## src/rtl/index_pulse_decoder_pkg.sv

```systemverilog
// index_pulse_decoder_pkg: FSM state type shared by the index pulse decoder
package index_pulse_decoder_pkg;
  typedef enum logic {IDLE, ACTIVE} state_e;
endpackage

```

## src/rtl/onehot_decoder.sv

```systemverilog
// onehot_decoder: index/en -> onehot (1<<index when en and in range), in_range (index < OUTPUT_LINES)
module onehot_decoder #(
  parameter int OUTPUT_LINES = 4,
  parameter int INDEX_WIDTH  = $clog2(OUTPUT_LINES)
) (
  input  logic [INDEX_WIDTH-1:0]  index,
  input  logic                    en,
  output logic [OUTPUT_LINES-1:0] onehot,
  output logic                    in_range
);
  assign in_range = int'(index) < OUTPUT_LINES;
  for (genvar i = 0; i < OUTPUT_LINES; i++) begin : g_line
    assign onehot[i] = en && in_range && int'(index) == i;
  end
endmodule

```

## src/rtl/index_pulse_decoder.sv

```systemverilog
// index_pulse_decoder: accepts in_index over in_valid/in_ready, holds onehot_out/active for HOLD_CYCLES, pulses err on out-of-range
module index_pulse_decoder
  import index_pulse_decoder_pkg::*;
#(
  parameter int OUTPUT_LINES = 4,
  parameter int INDEX_WIDTH  = $clog2(OUTPUT_LINES),
  parameter int HOLD_CYCLES  = 1
) (
  input  logic                    clk,
  input  logic                    rst,
  input  logic                    in_valid,
  input  logic [INDEX_WIDTH-1:0]  in_index,
  output logic                    in_ready,
  output logic [OUTPUT_LINES-1:0] onehot_out,
  output logic                    active,
  output logic                    err
);
  localparam int CW = $clog2(HOLD_CYCLES + 1) > 1 ? $clog2(HOLD_CYCLES + 1) : 1;
  if (OUTPUT_LINES < 2 || HOLD_CYCLES < 1) begin : g_bad_params
    $error("index_pulse_decoder: OUTPUT_LINES must be >= 2 and HOLD_CYCLES >= 1");
  end
  state_e                  state_q;
  logic [CW-1:0]           cnt_q;
  logic [OUTPUT_LINES-1:0] onehot_q;
  logic                    err_q;
  logic [OUTPUT_LINES-1:0] onehot_d;
  logic                    in_range;
  logic                    last;
  logic                    accept;
  onehot_decoder #(.OUTPUT_LINES(OUTPUT_LINES), .INDEX_WIDTH(INDEX_WIDTH)) u_dec (
    .index    (in_index),
    .en       (in_valid),
    .onehot   (onehot_d),
    .in_range (in_range)
  );
  assign last       = cnt_q == CW'(HOLD_CYCLES - 1);
  assign in_ready   = !rst && (state_q == IDLE || last);
  assign accept     = in_valid && in_ready;
  assign onehot_out = onehot_q;
  assign active     = state_q == ACTIVE;
  assign err        = err_q;
  always_ff @(posedge clk) begin
    if (rst) begin
      state_q  <= IDLE;
      cnt_q    <= '0;
      onehot_q <= '0;
      err_q    <= 1'b0;
    end else begin
      err_q <= accept && !in_range;
      if (accept && in_range) begin
        state_q  <= ACTIVE;
        cnt_q    <= '0;
        onehot_q <= onehot_d;
      end else if (state_q == ACTIVE && !last) begin
        cnt_q <= cnt_q + 1'b1;
      end else begin
        state_q  <= IDLE;
        cnt_q    <= '0;
        onehot_q <= '0;
      end
    end
  end
endmodule

```

## config.mk

```make
export PLATFORM = sky130hd
export DESIGN_NAME = index_pulse_decoder
export DESIGN_NICKNAME = d
export VERILOG_FILES = /design/src/rtl/index_pulse_decoder_pkg.sv /design/src/rtl/onehot_decoder.sv /design/src/rtl/index_pulse_decoder.sv
export SDC_FILE = /design/constraint.sdc
export NUM_CORES = 1
export LEC_CHECK = 0
export BUFFER_PORTS_ARGS = -buffer_cell sky130_fd_sc_hd__buf_2
export CORE_AREA = 2 2 39 41
export DETAILED_ROUTE_END_ITERATION = 10
export DIE_AREA = 0 0 41 43
export SLEW_MARGIN = 40
export SYNTH_ARGS = -nofsm -noshare
export SYNTH_HDL_FRONTEND = slang
export SYNTH_SLANG_ARGS = --single-unit
```

## constraint.sdc

```tcl
create_clock -name clk -period 1.15 [get_ports clk]
set_input_delay 0.23 -clock clk [delete_from_list [all_inputs] [get_ports clk]]
set_output_delay 0.23 -clock clk [all_outputs]
set_load 0.01 [all_outputs]
```

==> flow_summary.json, run 1 <==
{
  "ios": 12,
  "finalCriticalPeriod_ns": 1.15,
  "critPathLaunch": "cnt_q$_SDFF_PP0_",
  "wl_um": 521,
  "yosysTopAreaCell": "dfxtp_1",
  "clkTransAtPathRegs_ns": 0.04,
  "ant_nets": 0,
  "clkLatencyLatePin_ns": 0.24,
  "rows": 14,
  "drv_slew": 0,
  "drc_errors": 0,
  "p_leak_nw": 0.157,
  "synth-compound-area-share_pct": 16.3,
  "internal_power_w": 0.000361,
  "rsz0062_at_grt": "yes",
  "worst_setup_path_end_kind": "output pin",
  "crit_type": "flop to output pin",
  "ys_ff_latch": 6,
  "io_buffers": 10,
  "grt_pass1_wl_um": 731,
  "crit_chain": "and2_4 -> nor2_2 -> buf_2",
  "cts_buffer_depth": 2,
  "synth.most_common_cell": "dfxtp_1",
  "final_area_um2": 349,
  "fmax_mhz": 871,
  "combPwrFrac_pct": 12.0,
  "synth_area_um2": 238,
  "rr_worst_depth": 3,
  "crit_path_top_delay_cell": "dfxtp_4",
  "max_cap_viol_count": 0,
  "worst-path-stages": 3,
  "muxShareOfSynthArea_pct": 0,
  "endpoint": "in_ready",
  "arrival_ns": 0.92,
  "synthCells": 24,
  "setup_ws_ns": 0.00160,
  "r2r-start": "cnt_q$_SDFF_PP0_",
  "worstHoldPathType": "input port to flop",
  "antenna_found_initial": 0,
  "path_buf_inv": 1,
  "clockRootBuffer": "clkbuf_4",
  "synthFlopType": "dfxtp_1",
  "finalSetupTns_ns": 0,
  "grt_usage_pct": 7.04,
  "synthAdderAreaFrac_pct": 0,
  "area_growth_pct": 46.8,
  "syn_avg_cell_area_um2": 9.91,
  "synth-simple-area-share_pct": 28.4,
  "n_fill_cell": 160,
  "yosysSeqAreaShare_pct": 50.5,
  "ys_top_cells_by_area": "dfxtp_1, nand4b_1, o31ai_1",
  "cts_tree": "yes",
  "core_um2": 1380,
  "gp_congestion": 0.741,
  "synth_xor_xnor_area_share_pct": 0,
  "h-tree-depth": 1,
  "required_ns": 0.92,
  "finalSetupViolations": 0,
  "start_kind": "flop",
  "start_util_pct": 17.2,
  "dr.pass1.iters": 2,
  "yosys_warnings": 0,
  "reg2reg_setup_slack_ns": 0.19,
  "antenna_cells": 0,
  "yosys.cell_types.count": 12,
  "finClkSkew_ns": 0.00195,
  "pre_cts_ws_ns": 0.140,
  "period_share_pct": 99.9,
  "grt_max_degree": 9,
  "gr-total-overflow": 0,
  "status": "finished, final reports clean",
  "cts_hold_buf": 0,
  "async_flop_share_pct": 0,
  "peakVddDrop_v": 0.000452,
  "drt_iter0_drc": 1,
  "die_h_um": 43,
  "dieWidth_um": 41,
  "place_inst": 51,
  "finalHoldViolations": 0,
  "final_core_util_pct": 25.2,
  "grt_pass1_vias": 183,
  "drive_gt1_share_pct": 48.7,
  "synth_top_family_by_area": "simple AND/OR/NAND/NOR gates",
  "vias_per_cell": 4.20,
  "routedWlPerCell_um": 9.47,
  "p_sw_share_pct": 23.2,
  "cp_max_fo": 3,
  "power_frac_seq_pct": 47.0,
  "reg2reg_to": "onehot_out[0]$_SDFFE_PP0P_",
  "die-area_um2": 1760,
  "place_area_um2": 312,
  "yosys-top-cells-count": "dfxtp_1, nand4b_1",
  "vias": 231,
  "pwr_density_cell_nw_per_um2": 1350,
  "fin_cells": 55,
  "nets": 46,
  "worstHoldStart": "in_valid",
  "switching_power_w": 0.000109,
  "cts_num_sinks": 6,
  "synth-edff-count": 0,
  "critPathMaxStageDelay_ns": 0.33,
  "clkPwrFrac_pct": 40.9,
  "yosys.area.top_type_share_pct": 50.5,
  "cts_buffers": 3,
  "critical-path-top-delay-family": "flip-flops",
  "whs_path_depth": 3
}
[sequential cells by signal, summed over array words and instances, names as in the netlist]
signal / flops
active: 1
cnt_q: 1
onehot_out: 4
[power groups by stage]
stage	Combinational [W]	Sequential [W]	Clock, W
final	0.0000565	0.000221	0.000193
after global routing	0.0000619	0.000222	0.000226
after CTS	0.0000551	0.000221	0.000205
after detailed placement	0.0000497	0.000228	0
after global placement	0.0000496	0.000228	0
after floorplan	0.0000224	0.000232	0
[how the worst min path moves through the flow]
stage / end / slack (ns)
3_5_place_dp: active$_SDFFE_PP0P_ / 0.47
5_1_grt: active$_SDFFE_PP0P_ / 0.24
4_1_cts: active$_SDFFE_PP0P_ / 0.21
6_report: active$_SDFFE_PP0P_ / 0.23
3_3_place_gp: active$_SDFFE_PP0P_ / 0.47
2_1_floorplan: active$_SDFFE_PP0P_ / 0.30
[per-stage QoR]
step	power, W	hold WS [ns]
5_1_grt	0.000509	0.244
6_report	0.000470	0.229
4_1_cts	0.000481	0.214
2_1_floorplan	0.000254	0.302
3_5_place_dp	0.000278	0.472
3_3_place_gp	0.000278	0.473
[routing by layer]
metal | share of wire (%) | global-route usage [%] | wire length [µm]
met1 | 46 | 9.03 | 242
met2 | 41 | 6.56 | 212
met3 | 13 | 6.28 | 66
met4 | 0 | 6.00 | 0
met5 | 0 | 0 | 0
[layout make-up]
type / count / area (µm²) / area share (%)
well taps: 16 / 20.0 / 5.73
multi-input cells: 18 / 116 / 33.3
flip-flops and latches: 6 / 125 / 35.8
repair buffers: 12 / 65.1 / 18.6
clock buffers: 3 / 22.5 / 6.45
[what timing repair did]
| item | in CTS | in global routing |
|---|---|---|
| cloned | 0 | 0 |
| hold endpoints to repair | 0 | 0 |
| gates resized for setup | 2 | 2 |
| pin swaps | 0 | 0 |
| setup buffers | 1 | 0 |
| endpoints found under the setup margin | 1 | 1 |
[worst register-to-register path: stages (launching register included)]
cell,delay (ns)
dfxtp_4,0.33
buf_4,0.15
a211o_1,0.31
o21ai_1,0.11
[cells by family after synthesis]
family | Yosys count
compound gates | 6
buf+inv | 1
other cells | 1
flops | 6
simple gates | 10
[layout by cell type (no fill, tap or decap)]
master / synthesis / layout
and2_4: 1 / 1
a211o_1: 1 / 1
dfxtp_4: 0 / 1
dfxtp_1: 6 / 4
dfxtp_2: 0 / 1
conb_1: 1 / 2
buf_2: 0 / 10
clkbuf_4: 0 / 3
nand4b_1: 4 / 4
buf_4: 1 / 2
nand2_1: 1 / 1
nor2_2: 0 / 1
a21oi_1: 1 / 1
o31ai_1: 2 / 2
nor2_1: 2 / 1
o21ai_1: 2 / 2
nand2b_1: 2 / 2
(Power assumes the default switching activity.)
==> inputs of run 2 (changes only) <==
- CTS_BUF_LIST: unset -> sky130_fd_sc_hd__clkbuf_16
==> flow_summary.json, run 2 (synthesis gave the netlist of run 1 again) <==
{
  "grt_pass1_wl_um": 745,
  "clkLatencyLatePin_ns": 0.23,
  "p_sw_share_pct": 17.6,
  "area_growth_pct": 68.9,
  "die_h_um": 43,
  "largest_register_ffs": 4,
  "finalSetupViolations": 0,
  "wl_um": 531,
  "grt_usage_pct": 7.14,
  "peakVddDrop_v": 0.000927,
  "io_buffers": 10,
  "switching_power_w": 0.000148,
  "antenna_cells": 0,
  "clockRootBuffer": "clkbuf_16",
  "die-area_um2": 1760,
  "ant_nets": 0,
  "core_um2": 1380,
  "drv_slew": 0,
  "antenna_found_initial": 0,
  "cp_max_fo": 3,
  "cts_num_sinks": 6,
  "final_common_cell": "buf_2",
  "p_leak_nw": 0.180,
  "cts_tree": "yes",
  "status": "finished, final reports clean",
  "finalHoldViolations": 0,
  "clkTransAtPathRegs_ns": 0.03,
  "required_ns": 0.92,
  "h-tree-depth": 1,
  "max_cap_viol_count": 0,
  "pre_cts_ws_ns": 0.140,
  "grt_pass1_vias": 182,
  "vias_per_cell": 4.22,
  "clkPwrFrac_pct": 66.8,
  "cts_buffer_depth": 2,
  "nets": 46,
  "internal_power_w": 0.000690,
  "place_area_um2": 312,
  "dieWidth_um": 41,
  "period_share_pct": 98.3,
  "cts_hold_buf": 0,
  "routedWlPerCell_um": 9.65,
  "drive_gt1_share_pct": 48.7,
  "gp_congestion": 0.741,
  "dr.pass1.iters": 1,
  "worst_setup_path_end_kind": "output pin",
  "finClkSkew_ns": 0.00100,
  "start_kind": "flop",
  "power_frac_seq_pct": 26.5,
  "vias": 232,
  "pwr_density_cell_nw_per_um2": 2090,
  "drt_iter0_drc": 0,
  "crit_type": "flop to output pin",
  "arrival_ns": 0.90,
  "rsz0062_at_grt": "yes",
  "final_area_um2": 402,
  "final_cell_mix": "buf_2, nand4b_1, dfxtp_1",
  "gr-total-overflow": 0,
  "drc_errors": 0,
  "worstHoldPathType": "input port to flop",
  "finalCriticalPeriod_ns": 1.13,
  "ios": 12,
  "cts_buffers": 3,
  "grt_max_degree": 9,
  "fmax_mhz": 885,
  "setup_ws_ns": 0.0199,
  "start_util_pct": 17.2,
  "rows": 14,
  "combPwrFrac_pct": 6.7,
  "final_core_util_pct": 29.0
}
run 2: changes by cell type in the layout (fill, tap and decap cells not counted):
cell       delta
clkbuf_4      -3
clkbuf_16     +3
run 2: layout make-up:
| type | instances | area [µm²] |
|---|---|---|
| fillers | 153 | 982 |
| flip-flops and latches | 6 | 125 |
| multi-input cells | 18 | 116 |
| clock buffers | 3 | 75.1 |
| repair buffers | 12 | 65.1 |
| well taps | 16 | 20.0 |
run 2: final timing paths:
check | start | endpoint | slack, ns | depth (start not counted)
worst max-delay path | cnt_q$_SDFF_PP0_ | in_ready | 0.02 | 3
worst min-delay path | in_valid | active$_SDFFE_PP0P_ | 0.24 | 3
worst max register to register | cnt_q$_SDFF_PP0_ | onehot_out[0]$_SDFFE_PP0P_ | 0.20 | 3
worst min register to register | onehot_out[0]$_SDFFE_PP0P_ | onehot_out[0]$_SDFFE_PP0P_ | 0.48 | 2
run 2: timing repair:
action,in CTS,in global routing
setup endpoints to repair,1,1
buffers inserted,1,0
resized for setup,2,2
run 2: power groups by stage:
stage | Clock (W) | Sequential, W | Combinational, W
after floorplan | 0 | 0.000232 | 0.0000224
after detailed placement | 0 | 0.000228 | 0.0000497
after CTS | 0.000570 | 0.000222 | 0.0000552
after global routing | 0.000590 | 0.000223 | 0.0000617
after global placement | 0 | 0.000228 | 0.0000496
final | 0.000560 | 0.000222 | 0.0000560
run 2: metal layers:
metal	track usage, %	up-vias	part of all wire, %
li1	-	117	-
met1	9.35	102	44
met2	6.56	11	40
met3	6.28	2	14
met4	6.00	0	1.9
met5	0	-	0
run 2: worst max-delay path, stage by stage (launching register included):
cell,delay [ns]
dfxtp_4,0.33
and2_4,0.16
nor2_2,0.06
buf_2,0.12
run 2: per-stage QoR:
stage | hold WS (ns) | cells | setup TNS (ns) | power [W]
floorplan | 0.302 | 25 | 0 | 0.000254
global placement | 0.473 | 51 | 0 | 0.000278
detailed placement | 0.472 | 51 | 0 | 0.000278
CTS | 0.238 | 55 | -0.00851 | 0.000847
global route | 0.279 | 55 | -0.0217 | 0.000875
finish | 0.244 | 55 | 0 | 0.000838
